==> config.mk <==
export PLATFORM = sky130hd
export DESIGN_NAME = sha2_k_sequencer
export DESIGN_NICKNAME = d
export VERILOG_FILES = /design/src/rtl/sha2_pkg.sv /design/src/rtl/sha2_k_rom.sv /design/src/rtl/sha2_k_sequencer.sv
export SDC_FILE = /design/constraint.sdc
export NUM_CORES = 1
export LEC_CHECK = 0
export BUFFER_PORTS_ARGS = -buffer_cell sky130_fd_sc_hd__buf_2
export CAP_MARGIN = 5
export CELL_PAD_IN_SITES_DETAIL_PLACEMENT = 1
export CELL_PAD_IN_SITES_GLOBAL_PLACEMENT = 1
export CORE_MARGIN = 2
export CORE_UTILIZATION = 41
export CTS_CLUSTER_DIAMETER = 80
export DETAILED_ROUTE_END_ITERATION = 10
export PLACE_DENSITY = 0.89
export REMOVE_ABC_BUFFERS = 1
export SYNTH_ARGS = -nofsm -noshare
export SYNTH_HDL_FRONTEND = slang
export SYNTH_HIERARCHICAL = 1
export SYNTH_SLANG_ARGS = --single-unit
==> constraint.sdc <==
create_clock -name clk -period 3.8 [get_ports clk]
set_input_delay 0 -clock clk [delete_from_list [all_inputs] [get_ports clk]]
set_output_delay 0 -clock clk [all_outputs]
set_load 0.01 [all_outputs]
==> src/rtl/sha2_pkg.sv <==
// sha2_pkg: shared SHA-2 definitions for the round-constant streamer.
// Contents: state enum, round-index width, round counts per word width,
// K256 (64 x 32-bit) and K512 (80 x 64-bit) round-constant tables.
package sha2_pkg;

  typedef enum logic [0:0] {
    IDLE   = 1'b0,
    STREAM = 1'b1
  } seq_state_e;

  localparam int unsigned ROUND_IDX_W = 7;
  localparam int unsigned ROUNDS_256  = 64;
  localparam int unsigned ROUNDS_512  = 80;

  // Number of rounds for a given word width (64-bit words -> SHA-384/512).
  function automatic int unsigned rounds_for(input int unsigned word_w);
    return (word_w == 64) ? ROUNDS_512 : ROUNDS_256;
  endfunction

  localparam logic [31:0] K256 [ROUNDS_256] = '{
    32'h428a2f98, 32'h71374491, 32'hb5c0fbcf, 32'he9b5dba5,
    32'h3956c25b, 32'h59f111f1, 32'h923f82a4, 32'hab1c5ed5,
    32'hd807aa98, 32'h12835b01, 32'h243185be, 32'h550c7dc3,
    32'h72be5d74, 32'h80deb1fe, 32'h9bdc06a7, 32'hc19bf174,
    32'he49b69c1, 32'hefbe4786, 32'h0fc19dc6, 32'h240ca1cc,
    32'h2de92c6f, 32'h4a7484aa, 32'h5cb0a9dc, 32'h76f988da,
    32'h983e5152, 32'ha831c66d, 32'hb00327c8, 32'hbf597fc7,
    32'hc6e00bf3, 32'hd5a79147, 32'h06ca6351, 32'h14292967,
    32'h27b70a85, 32'h2e1b2138, 32'h4d2c6dfc, 32'h53380d13,
    32'h650a7354, 32'h766a0abb, 32'h81c2c92e, 32'h92722c85,
    32'ha2bfe8a1, 32'ha81a664b, 32'hc24b8b70, 32'hc76c51a3,
    32'hd192e819, 32'hd6990624, 32'hf40e3585, 32'h106aa070,
    32'h19a4c116, 32'h1e376c08, 32'h2748774c, 32'h34b0bcb5,
    32'h391c0cb3, 32'h4ed8aa4a, 32'h5b9cca4f, 32'h682e6ff3,
    32'h748f82ee, 32'h78a5636f, 32'h84c87814, 32'h8cc70208,
    32'h90befffa, 32'ha4506ceb, 32'hbef9a3f7, 32'hc67178f2
  };

  localparam logic [63:0] K512 [ROUNDS_512] = '{
    64'h428a2f98d728ae22, 64'h7137449123ef65cd, 64'hb5c0fbcfec4d3b2f, 64'he9b5dba58189dbbc,
    64'h3956c25bf348b538, 64'h59f111f1b605d019, 64'h923f82a4af194f9b, 64'hab1c5ed5da6d8118,
    64'hd807aa98a3030242, 64'h12835b0145706fbe, 64'h243185be4ee4b28c, 64'h550c7dc3d5ffb4e2,
    64'h72be5d74f27b896f, 64'h80deb1fe3b1696b1, 64'h9bdc06a725c71235, 64'hc19bf174cf692694,
    64'he49b69c19ef14ad2, 64'hefbe4786384f25e3, 64'h0fc19dc68b8cd5b5, 64'h240ca1cc77ac9c65,
    64'h2de92c6f592b0275, 64'h4a7484aa6ea6e483, 64'h5cb0a9dcbd41fbd4, 64'h76f988da831153b5,
    64'h983e5152ee66dfab, 64'ha831c66d2db43210, 64'hb00327c898fb213f, 64'hbf597fc7beef0ee4,
    64'hc6e00bf33da88fc2, 64'hd5a79147930aa725, 64'h06ca6351e003826f, 64'h142929670a0e6e70,
    64'h27b70a8546d22ffc, 64'h2e1b21385c26c926, 64'h4d2c6dfc5ac42aed, 64'h53380d139d95b3df,
    64'h650a73548baf63de, 64'h766a0abb3c77b2a8, 64'h81c2c92e47edaee6, 64'h92722c851482353b,
    64'ha2bfe8a14cf10364, 64'ha81a664bbc423001, 64'hc24b8b70d0f89791, 64'hc76c51a30654be30,
    64'hd192e819d6ef5218, 64'hd69906245565a910, 64'hf40e35855771202a, 64'h106aa07032bbd1b8,
    64'h19a4c116b8d2d0c8, 64'h1e376c085141ab53, 64'h2748774cdf8eeb99, 64'h34b0bcb5e19b48a8,
    64'h391c0cb3c5c95a63, 64'h4ed8aa4ae3418acb, 64'h5b9cca4f7763e373, 64'h682e6ff3d6b2b8a3,
    64'h748f82ee5defb2fc, 64'h78a5636f43172f60, 64'h84c87814a1f0ab72, 64'h8cc702081a6439ec,
    64'h90befffa23631e28, 64'ha4506cebde82bde9, 64'hbef9a3f7b2c67915, 64'hc67178f2e372532b,
    64'hca273eceea26619c, 64'hd186b8c721c0c207, 64'heada7dd6cde0eb1e, 64'hf57d4f7fee6ed178,
    64'h06f067aa72176fba, 64'h0a637dc5a2c898a6, 64'h113f9804bef90dae, 64'h1b710b35131c471b,
    64'h28db77f523047d84, 64'h32caab7b40c72493, 64'h3c9ebe0a15c9bebc, 64'h431d67c49c100d4c,
    64'h4cc5d4becb3e42b6, 64'h597f299cfc657e2a, 64'h5fcb6fab3ad6faec, 64'h6c44198c4a475817
  };

endpackage

==> src/rtl/sha2_k_rom.sv <==
// sha2_k_rom: combinational K-table lookup for the selected word width.
// Ports:
//   idx_i  round index (7 bits)
//   k_o    K[idx_i] for the SHA-256 (WORD_W=32) or SHA-512 (WORD_W=64) table;
//          zero for an index past the last round
module sha2_k_rom
  import sha2_pkg::*;
#(
  parameter int unsigned WORD_W = 32
) (
  input  logic [ROUND_IDX_W-1:0] idx_i,
  output logic [WORD_W-1:0]      k_o
);

  generate
    if (WORD_W == 64) begin : g_k512
      // 80-entry table, 7-bit index covers it directly
      always_comb begin
        k_o = '0;
        if (idx_i < ROUND_IDX_W'(ROUNDS_512)) begin
          k_o = WORD_W'(K512[idx_i]);
        end
      end
    end else begin : g_k256
      // 64-entry table; bit 6 only participates in the range check
      always_comb begin
        k_o = '0;
        if (idx_i < ROUND_IDX_W'(ROUNDS_256)) begin
          k_o = WORD_W'(K256[idx_i[5:0]]);
        end
      end
    end
  endgenerate

endmodule

==> src/rtl/sha2_k_sequencer.sv <==
// sha2_k_sequencer: streams the SHA-2 round constants K[0..ROUNDS-1] over a
// valid/ready interface, one constant per accepted beat.
// Ports:
//   clk, rst_n      clock, synchronous active-low reset
//   start           begin a pass (honoured only when idle, abort low)
//   abort           end the current pass without a done pulse
//   k_ready         consumer accepts the presented constant
//   k_valid         k_value/k_round/k_last valid
//   k_value         K[k_round], zero while k_valid is low
//   k_round         round index of the presented constant
//   k_last          presented constant is the final round
//   busy            pass in progress
//   done            one-cycle pulse after the final constant is accepted
module sha2_k_sequencer
  import sha2_pkg::*;
#(
  parameter int unsigned WORD_W = 32
) (
  input  logic                   clk,
  input  logic                   rst_n,
  input  logic                   start,
  input  logic                   abort,
  input  logic                   k_ready,
  output logic                   k_valid,
  output logic [WORD_W-1:0]      k_value,
  output logic [ROUND_IDX_W-1:0] k_round,
  output logic                   k_last,
  output logic                   busy,
  output logic                   done
);

  localparam int unsigned ROUNDS = rounds_for(WORD_W);
  localparam logic [ROUND_IDX_W-1:0] LAST_RND = ROUND_IDX_W'(ROUNDS - 1);

  generate
    if (WORD_W != 32 && WORD_W != 64) begin : g_bad_width
      $error("sha2_k_sequencer: WORD_W must be 32 or 64");
    end
  endgenerate

  seq_state_e             state_q, state_d;
  logic [ROUND_IDX_W-1:0] cnt_q, cnt_d;
  logic                   k_valid_q, k_valid_d;
  logic [WORD_W-1:0]      k_value_q, k_value_d;
  logic [ROUND_IDX_W-1:0] k_round_q, k_round_d;
  logic                   k_last_q, k_last_d;
  logic                   busy_q, busy_d;
  logic                   done_q, done_d;
  logic [WORD_W-1:0]      rom_k;
  logic                   handshake;

  // ROM is addressed by the next counter value so its output lands in the
  // output register in the same cycle the counter advances.
  sha2_k_rom #(
    .WORD_W(WORD_W)
  ) u_rom (
    .idx_i(cnt_d),
    .k_o  (rom_k)
  );

  assign handshake = k_valid_q & k_ready;

  // Next-state, counter and registered-output values
  always_comb begin
    state_d = state_q;
    cnt_d   = cnt_q;
    done_d  = 1'b0;

    unique case (state_q)
      IDLE: begin
        if (start && !abort) begin
          state_d = STREAM;
          cnt_d   = '0;
        end
      end
      STREAM: begin
        if (abort) begin
          state_d = IDLE;
          cnt_d   = '0;
        end else if (handshake) begin
          if (cnt_q == LAST_RND) begin
            state_d = IDLE;
            cnt_d   = '0;
            done_d  = 1'b1;
          end else begin
            cnt_d = cnt_q + ROUND_IDX_W'(1);
          end
        end
      end
      default: begin
        state_d = IDLE;
        cnt_d   = '0;
      end
    endcase

    // A stall leaves state and counter unchanged, so these recompute to the
    // same values and the outputs stay bit-stable.
    k_valid_d = (state_d == STREAM);
    busy_d    = (state_d == STREAM);
    k_value_d = k_valid_d ? rom_k : '0;
    k_round_d = k_valid_d ? cnt_d : '0;
    k_last_d  = k_valid_d && (cnt_d == LAST_RND);
  end

  // State and output registers
  always_ff @(posedge clk) begin
    if (!rst_n) begin
      state_q   <= IDLE;
      cnt_q     <= '0;
      k_valid_q <= 1'b0;
      k_value_q <= '0;
      k_round_q <= '0;
      k_last_q  <= 1'b0;
      busy_q    <= 1'b0;
      done_q    <= 1'b0;
    end else begin
      state_q   <= state_d;
      cnt_q     <= cnt_d;
      k_valid_q <= k_valid_d;
      k_value_q <= k_value_d;
      k_round_q <= k_round_d;
      k_last_q  <= k_last_d;
      busy_q    <= busy_d;
      done_q    <= done_d;
    end
  end

  assign k_valid = k_valid_q;
  assign k_value = k_value_q;
  assign k_round = k_round_q;
  assign k_last  = k_last_q;
  assign busy    = busy_q;
  assign done    = done_q;

endmodule

After elaboration in Yosys (flattened, before gate mapping):

Memory sizes are Yosys's and may differ from the RTL's. A register that Yosys moved wholly into a read port is not among the register bits.
Index checks and enable logic that the tools add are counted.
W data, S select, Z words.

* add/subtract/negate cells: 1
* $lt $le $gt $ge: 1
* equal/unequal tests: 2
* multiplexer cells: 11
* bitwise operators: 5
* reductions and logical operators: 7

Operators with widths (count)
* $mux W7: 4
* $eq A7 B6 Y1 const B: 2
* $pmux W7 S2: 1
* $add A7 B1 Y7 const B: 1
* $lt A7 B7 Y1 const B: 1
* $not A6 Y7: 1
* $mux W1: 5
* $reduce_or A4 Y1: 1
* $not A1 Y1: 3
* $reduce_and A3 Y1: 1
* $logic_and A1 B1 Y1: 2
* $logic_not A1 Y1: 2
* $pmux W1 S2: 1
* $reduce_and A2 Y1: 1
* $and A1 B1 Y1: 1

* bits in registers: 17
* bits in read-only memories: 2048
* output and inout port bits: 43
* memories kept: 1

Memories
* (no name shown): words 64, bits a word 32, read ports 1, clocked after Yosys merged registers in 1, write ports 0, line sha2_k_rom.sv:29 `k_o = WORD_W'(K256[idx_i[5:0]]);`

Logic depth before layout (Yosys ltp):

Gate-level depths: netlist of the first run.

* word-level depth: 8
* depth in mapped cells: 17
* gate-level depth less buffers: 12

Modules after synthesis:

Netlist of the first run, hierarchy kept.

By module, submodules not included
* sha2_k_rom: instances 1, cells an instance 530, area each 3523.4 um2, sequential area each 0.0 um2
* sha2_k_sequencer: instances 1, cells an instance 155, area each 1655.3 um2, sequential area each 980.9 um2

Worst setup path before layout of the first run:

No wires, ideal clock.

* path kind: reg2reg
* from: register cnt_q[0]
* to: register k_value_q[10] (netlist: k_value[10])
* library setup time: 115 ps
* data arrival time: 3525 ps
* required time: 3685 ps
* path slack: 160 ps
* stages on the path, launching flop included: 16
* period minus slack after synthesis: 3640 ps
* cell sequence: dfxtp_1 -> ha_1 -> and4_1 -> nand3_1 -> a21oi_1 -> o22ai_1 -> clkbuf_1 -> inv_1 -> ha_1 -> buf_2 -> buf_2 -> mux4_2 -> nand2_1 -> o31ai_1 -> a32o_1 -> and3_1

* word-level cells in the longest chain between the ends: 8
* elaborated cells on any way between the ends: 15
* classes of those cells: add/sub: 1; order compare: 1; eq/ne: 1; mux: 9; bitwise: 1; reduce/logical: 2

Ends and longest elaborated chain
* start, declared: line sha2_k_sequencer.sv:42 `logic [ROUND_IDX_W-1:0] cnt_q, cnt_d;`
* start signal, assigned: line sha2_k_sequencer.sv:118 `cnt_q <= cnt_d;`
* $add A7 B1 Y7 or $eq A7 B6 Y1 (tied branches): line sha2_k_sequencer.sv:86, sha2_k_sequencer.sv:81
* $mux W7: line sha2_k_sequencer.sv:81 `if (cnt_q == LAST_RND) begin`
* $mux W7: line sha2_k_sequencer.sv:80 `end else if (handshake) begin`
* $mux W7: line sha2_k_sequencer.sv:77 `if (abort) begin`
* $pmux W7 S2 *: line sha2_k_sequencer.sv:69 `unique case (state_q)`
* net cnt_d[0]: line sha2_k_sequencer.sv:42
* $lt A7 B7 Y1: line sha2_k_rom.sv:28 `if (idx_i < ROUND_IDX_W'(ROUNDS_256)) begin`
* $reduce_and A3 Y1 (no line)
* $logic_not A1 Y1 (no line)
* end, declared: line sha2_k_sequencer.sv:44 `logic [WORD_W-1:0] k_value_q, k_value_d;`

Mark *: on every way through the listed nets, which the timed path passes. The rest lies on a longest branch.
A chain may end at the register's enable or synchronous reset.

Worst setup path in the final report of the first run:

* from: register cnt_q[0]
* to: register k_value_q[30] (netlist: k_value[30])

* word-level cells in the longest chain between the ends: 8
* elaborated cells on any way between the ends: 15
* classes of those cells: add/sub: 1; order compare: 1; eq/ne: 1; mux: 9; bitwise: 1; reduce/logical: 2

Ends and longest elaborated chain (line)
* $add A7 B1 Y7 or $eq A7 B6 Y1 (tied branches): sha2_k_sequencer.sv:86, sha2_k_sequencer.sv:81
* $mux W7 *: sha2_k_sequencer.sv:81
* $mux W7 *: sha2_k_sequencer.sv:80
* $mux W7 *: sha2_k_sequencer.sv:77
* $pmux W7 S2 *: sha2_k_sequencer.sv:69
* net cnt_d[3]: sha2_k_sequencer.sv:42
* $lt A7 B7 Y1: sha2_k_rom.sv:28
* $reduce_and A3 Y1 (no line)
* $logic_not A1 Y1 (no line)

Marked as above.

==> results of run 1 <==
-- cells in the mapped netlist, types with 4 or more instances --
cell | instances | area share
mux2_2 | 4 | 0.0087
nand3_1 | 28 | 0.027
a211o_1 | 5 | 0.0085
nor2_1 | 33 | 0.024
nor2b_1 | 24 | 0.029
a21o_1 | 5 | 0.0072
buf_4 | 7 | 0.010
dfxtp_1 | 49 | 0.19
a221oi_1 | 8 | 0.014
buf_6 | 10 | 0.022
o22ai_1 | 8 | 0.0097
o21ai_0 | 29 | 0.028
a31oi_1 | 11 | 0.013
ha_1 | 18 | 0.043
o311ai_0 | 9 | 0.015
o211ai_1 | 17 | 0.025
nand3b_1 | 4 | 0.0058
a21oi_1 | 47 | 0.045
a211oi_1 | 16 | 0.023
or2_2 | 6 | 0.0072
buf_1 | 5 | 0.0036
nand2b_1 | 32 | 0.039
mux4_2 | 6 | 0.026
and2_1 | 8 | 0.0097
inv_1 | 14 | 0.010
nor3_1 | 12 | 0.012
nor3b_1 | 10 | 0.014
a311o_1 | 4 | 0.0077
buf_2 | 35 | 0.034
a311oi_1 | 20 | 0.034
mux2i_1 | 4 | 0.0077
clkbuf_1 | 25 | 0.018
o31ai_1 | 4 | 0.0058
and3_1 | 38 | 0.046
or3_1 | 5 | 0.0060
nand2_1 | 46 | 0.033
-- through the flow --
| step | utilization | setup TNS [ns] |
|---|---|---|
| after floorplan | - | -167.20 |
| after global placement | 0.4460 | 0 |
| after detailed placement | 0.4460 | 0 |
| after CTS | 0.4597 | 0 |
| after global routing | 0.4613 | -0.003877 |
| final | 0.4613 | 0 |
-- layer usage --
metal,global-route usage,vias up
li1,-,2606
met1,0.4288,2857
met2,0.5151,464
met3,0.07421,120
met4,0.1873,0
met5,0,-
-- cell type report --
| class | count | area, sq um |
|---|---|---|
| clock buffers | 5 | 125.1 |
| clock inverters | 3 | 46.29 |
| fillers | 1569 | 6715 |
| inverters | 16 | 61.31 |
| multi-input cells | 536 | 3686 |
| flip-flops and latches | 49 | 980.9 |
| well taps | 172 | 215.2 |
| repair buffers | 92 | 635.6 |
-- tightest hold or removal path, stage by stage --
cell and delay (ns):
buf_2 0.11, nor2_1 0.07, nand2_1 0.07, nor2_1 0.05
-- state kept, by name (all words and copies together), names as in the netlist --
| register | count |
|---|---|
| busy | 1 |
| k_value | 32 |
| k_last | 1 |
| k_round | 7 |
| done | 1 |
| cnt_q | 7 |
-- how the worst max path moves through the flow --
stage | to | slack, ns
2_1_floorplan | k_value[30] | -5.83
3_3_place_gp | k_value[27] | 0.31
3_5_place_dp | k_value[27] | 0.20
4_1_cts | k_value[27] | 0.17
5_1_grt | k_value[27] | -0.004
6_report | k_value[30] | 0.17
-- logic make-up after synthesis --
| logic type | count (synthesis) |
|---|---|
| AND/OR/NAND/NOR | 273 |
| AO/OA/AOI/OAI | 227 |
| buffers and inverters | 100 |
| adder cells (fa/ha/maj) | 18 |
| flip-flops | 49 |
| XOR/XNOR | 4 |
| multiplexers | 14 |
-- power breakdown --
group / switching, W / internal [W] / leakage [nW] / total [W]
clock network: 0.000225 / 0.000313 / 0.0800 / 0.000538
logic: 0.0000881 / 0.0000483 / 1.80 / 0.000136
registers: 0.00000264 / 0.000523 / 0.397 / 0.000525
-- what timing repair did --
item / CTS / global route
resized for setup: 0 / 4
endpoints found under the hold margin: 0 / 0
endpoints found under the setup margin: 0 / 6
==> results.toml, run 1 <==
[global_routing]
grt_start_max_net_pins = 96
grt_pass1_vias = 5984
overflow = 0
grt_first_pass_wirelength_um = 34550
antenna_found_initial = 0
grt_util_all_layers = 0.3332

[place]
place_area_sq_um = 5559
port-buffer-count = 47
pre_cts_ws_ns = 0.2014
gp_congestion = 1.056
dp.final_hpwl_um = 15100
dp.cells = 865

[critical_path]
path_cells = "ha_1, and4_1, a41o_2, nor2_2, a211oi_2, clkinv_2, buf_12, or2_2, a21oi_1, o21ai_0, a311oi_1, and3_1"
worst_setup_path_end_kind = "register"
crit_slowest_cell = "dfxtp_1"
r2r-start = "cnt_q[0]"
critPathTopFamily = "compound AO/OA/AOI/OAI gates"
worstPathMaxFanout = 60
startpoint = "cnt_q[0]"
r2r_end = "k_value[30]"
path_depth = 12
crit_arrival_ns = 3.88
rrSetupSlack_ns = 0.17
reg2regPathDepth = 12
cp.required_ns = 4.05
cpPeakStageDelay_ns = 0.41
critical_path.startpoint_type = "register"
cp.buffers_inverters = 2
path_class = "register to register"

[yosys]
syn-instance-count = 685
synth_top_family_by_area = "compound AO/OA/AOI/OAI gates"
avgSynthCellArea_sq_um = 7.560
synth.area.mux_share = 0.04252
syn_area_sq_um = 5179
ys_ff_latch = 49
async_flop_share = 0
yosysUniqueCellTypes = 82
synth_edf_count = 0
synth_warnings = 6
synth_xor_area_frac = 0.006765
synth_compound_area_frac = 0.3167
synthAdderAreaFrac = 0.04349
synth-simple-area-share = 0.2943
synth_flop_cell = "dfxtp_1"
yosysSeqAreaShare = 0.1894

[sta]
fmax_mhz = 275.3
setup_ws_ns = 0.1678
drv_slew = 0
clock_skew_ns = 0.01192
fin_crit_ns = 3.632
tightest_slew_ns = 0.9375
finalSetupViolCount = 0
finalHoldViolations = 0
holdWs_ns = 0.04015
period_share = 0.9558
slew_headroom = 0.3726

[pwr]
leakagePower_nw = 2.280
peakVddDrop_v = 0.0001485
power_density_nw_per_um2 = 208.6
p_total_w = 0.001199

[min_path]
holdPathEnd = "done"
hold_path_class = "input port to register"
hp-start = "abort"
hold_depth = 4

[floorplan]
dieArea_sq_um = 13550
core_area_sq_um = 12470
die_w_um = 116.4
start_util = 0.4154
rows = 41
fp.dieH_um = 116.4
io_pins = 48

[detailed_routing]
routed_wl_um = 22330
wl_per_cell_um = 25.57
drt_pre_antenna_iters = 5
wl_met1_um = 8614
top_layer = "met4"
wl_met3_um = 2507
drc = 0
first_iter_violations = 1104
via_per_inst = 6.927
num_vias = 6047
drtAntennaViolNets = 0
dr_wl_met2_um = 9901

[clocking]
clkTransAtPathRegs_ns = 0.08
numCtsBuffers = 5
numClockSinks = 49
cts_hold_buf = 0
cts_buffer_depth = 2
htree_levels = 2
clockRootBuffer = "clkbuf_16"
clk_latency_ns = 0.30
cts_tree = "done"
postCtsSetupRepairBufs = 0

[final_layout]
fin_nets = 723
layout_commonest_cell = "dfxtp_1"
final_cell_area_sq_um = 5751
layout_common_cells = "dfxtp_1 (49), a21oi_1 (47), buf_2 (47)"
area_growth_pct = 11.04
layout-drive-gt1-share = 0.2068
antenna_cells = 0
final_cells = 873

[flow_run]
cap_violations = 0

[status]
outcome = "finished clean"
Power figures use the tool's default switching activity.
==> inputs of run 2 (changes only) <==
--- a/config.mk
+++ b/config.mk
@@ -5,14 +5,14 @@
 export SDC_FILE = /design/constraint.sdc
 export NUM_CORES = 1
 export LEC_CHECK = 0
-export BUFFER_PORTS_ARGS = -buffer_cell sky130_fd_sc_hd__buf_2
 export CAP_MARGIN = 5
 export CELL_PAD_IN_SITES_DETAIL_PLACEMENT = 1
 export CELL_PAD_IN_SITES_GLOBAL_PLACEMENT = 1
 export CORE_MARGIN = 2
-export CORE_UTILIZATION = 41
+export CORE_UTILIZATION = 44
 export CTS_CLUSTER_DIAMETER = 80
 export DETAILED_ROUTE_END_ITERATION = 10
+export DONT_BUFFER_PORTS = 1
 export PLACE_DENSITY = 0.89
 export REMOVE_ABC_BUFFERS = 1
 export SYNTH_ARGS = -nofsm -noshare
==> run 2 against run 1 <==
Effect of this change: the run now ends with setup timing left; sequential share of layout area is 0.99 points higher; hold slack better by 0.0017 ns; final area down 5.5%; first-iteration DRC count is 24% lower; non-clock buffer count is 48 lower; critical path depth is the same; register-to-register slack got worse by 0.19 ns; clock power fell by 17%; global-route usage is 0.71 points higher; die area fell by 6.6%; largest power group is now sequential cells; highest routed layer unchanged.
==> results.toml, run 2 (synthesis gave the netlist of run 1 again) <==
[floorplan]
core_area_sq_um = 11470
start_util = 0.4516
fp.dieH_um = 112.5
rows = 39
die_w_um = 112.5
io_pins = 48
dieArea_sq_um = 12650

[pwr]
p_seq_frac = 0.487
power_density_nw_per_um2 = 201.4
p_sw_w = 0.0002889
combPwrFrac = 0.105
leakagePower_nw = 1.999
p_int_w = 0.0008058
p_clk_frac = 0.408
sw_frac_of_total = 0.2639
peakVddDrop_v = 0.0003072

[place]
place_area_sq_um = 5253
port-buffer-count = 0
dp.final_hpwl_um = 14650
gp_congestion = 1.028
pre_cts_ws_ns = 0.07824

[critical_path]
path_cells = "ha_1, and4_1, nand3_1, a32o_1, inv_1, buf_4, ha_1, nor2b_1, nor4b_1, nor4_1, nor4b_1, and3_1"
reg2regPathDepth = 12
critPathTopFamily = "simple AND/OR/NAND/NOR gates"
path_class = "register to register"
crit_arrival_ns = 4.02
critical_path.startpoint_type = "register"
cp.buffers_inverters = 2
crit_slowest_cell = "nor4_1"
path_depth = 12
cp.required_ns = 4.00
worstPathMaxFanout = 11
cpPeakStageDelay_ns = 0.59
worst_setup_path_end_kind = "register"

[global_routing]
overflow = 0
grt_pass1_vias = 5728
grt_util_all_layers = 0.3403
grt_start_max_net_pins = 135
grt_first_pass_wirelength_um = 33870
antenna_found_initial = 0

[sta]
fin_crit_ns = 3.821
period_share = 1.006
setup_ws_ns = -0.02113
rsz0062_at_grt = "true"
fmax_mhz = 261.7
clock_skew_ns = 0.01183
finalSetupViolCount = 1
slew_headroom = 0.4194
finalHoldViolations = 0
drv_slew = 0
tns_ns = -0.02113
tightest_slew_ns = 0.8676
holdWs_ns = 0.04190

[detailed_routing]
routed_wl_um = 21790
via_per_inst = 7.370
first_iter_violations = 840
drc = 0
wl_per_cell_um = 27.41
num_vias = 5859
drtAntennaViolNets = 0
drt_pre_antenna_iters = 5

[clocking]
cts_tree = "done"
clockRootBuffer = "clkbuf_16"
numCtsBuffers = 5
numClockSinks = 49
clk_latency_ns = 0.31
htree_levels = 2
cts_buffer_depth = 2
clkTransAtPathRegs_ns = 0.07

[min_path]
hold_path_class = "input port to register"
hold_depth = 2

[final_layout]
post-route-util = 0.4741
layout-drive-gt1-share = 0.1457
final_cell_area_sq_um = 5436
layout_common_cells = "dfxtp_1 (49), a21oi_1 (47), nand2_1 (46)"
area_growth_pct = 4.977
fin_nets = 675
nFillCells = 1406
layout_commonest_cell = "dfxtp_1"
largest_register_ffs = 32
antenna_cells = 0

[status]
violations = "setup timing"
outcome = "complete, but fails checks"

[flow_run]
cap_violations = 0
run 2: cell types whose count changed in the layout (fill, tap and decap cells not counted), moves of 2 or more:
cell / previous run / this run
buf_2: 47 / 0
buf_4: 40 / 38
ha_1: 18 / 16
ha_2: 0 / 2
run 2: worst paths after layout:
check | startpoint | to | slack [ns]
worst max-delay path | cnt_q[0] | k_value[0] | -0.02
worst min-delay path | rst_n | k_value[31] | 0.04
worst max register to register | cnt_q[0] | k_value[0] | -0.02
worst min register to register | cnt_q[6] | k_round[6] | 0.57
run 2: per-layer routing:
layer / vias up / routed length [um] / track usage
met2: 423 / 9843 / 0.5345
met5: - / 0 / 0
met4: 0 / 1172 / 0.1683
met1: 2820 / 8648 / 0.4526
li1: 2514 / - / -
met3: 102 / 2129 / 0.05724
run 2: final cells by class:
class	instances	area (sq um)	share of cell area
multi-input combinational	536	3677	0.6764
clock inverter	2	16.27	0.002992
timing repair buffer	44	395.4	0.07273
inverter	16	62.56	0.01151
sequential	49	980.9	0.1804
tap	143	178.9	0.03291
clock buffer	5	125.1	0.02301
run 2: through the flow:
stage / total power, W / std cells
3_5_place_dp: 0.0006465 / 786
5_1_grt: 0.001140 / 795
2_1_floorplan: 0.0006088 / 601
6_report: 0.001095 / 795
3_3_place_gp: 0.0006432 / 786
4_1_cts: 0.001110 / 795
run 2: worst reg2reg max path, stage by stage (launching register included):
cell and delay, ns:
dfxtp_1 0.43, ha_1 0.22, and4_1 0.25, nand3_1 0.16, a32o_1 0.32, inv_1 0.23
buf_4 0.25, ha_1 0.57, nor2b_1 0.30, nor4b_1 0.10, nor4_1 0.59, nor4b_1 0.12
and3_1 0.19
run 2: power by group through the flow:
stage	logic (W)	registers (W)	clock network (W)
after global routing	0.000122	0.000533	0.000484
after floorplan	0.0000649	0.000544	0
after global placement	0.0000985	0.000545	0
after CTS	0.000111	0.000533	0.000466
after detailed placement	0.000102	0.000545	0
final	0.000115	0.000533	0.000447
run 2: what timing repair did:
| action | in CTS | in global routing |
|---|---|---|
| endpoints found under the hold margin | 48 | 0 |
| resized for setup | 0 | 6 |
| endpoints found under the setup margin | 0 | 23 |
| hold buffers | 2 | 0 |
| setup buffers | 0 | 0 |
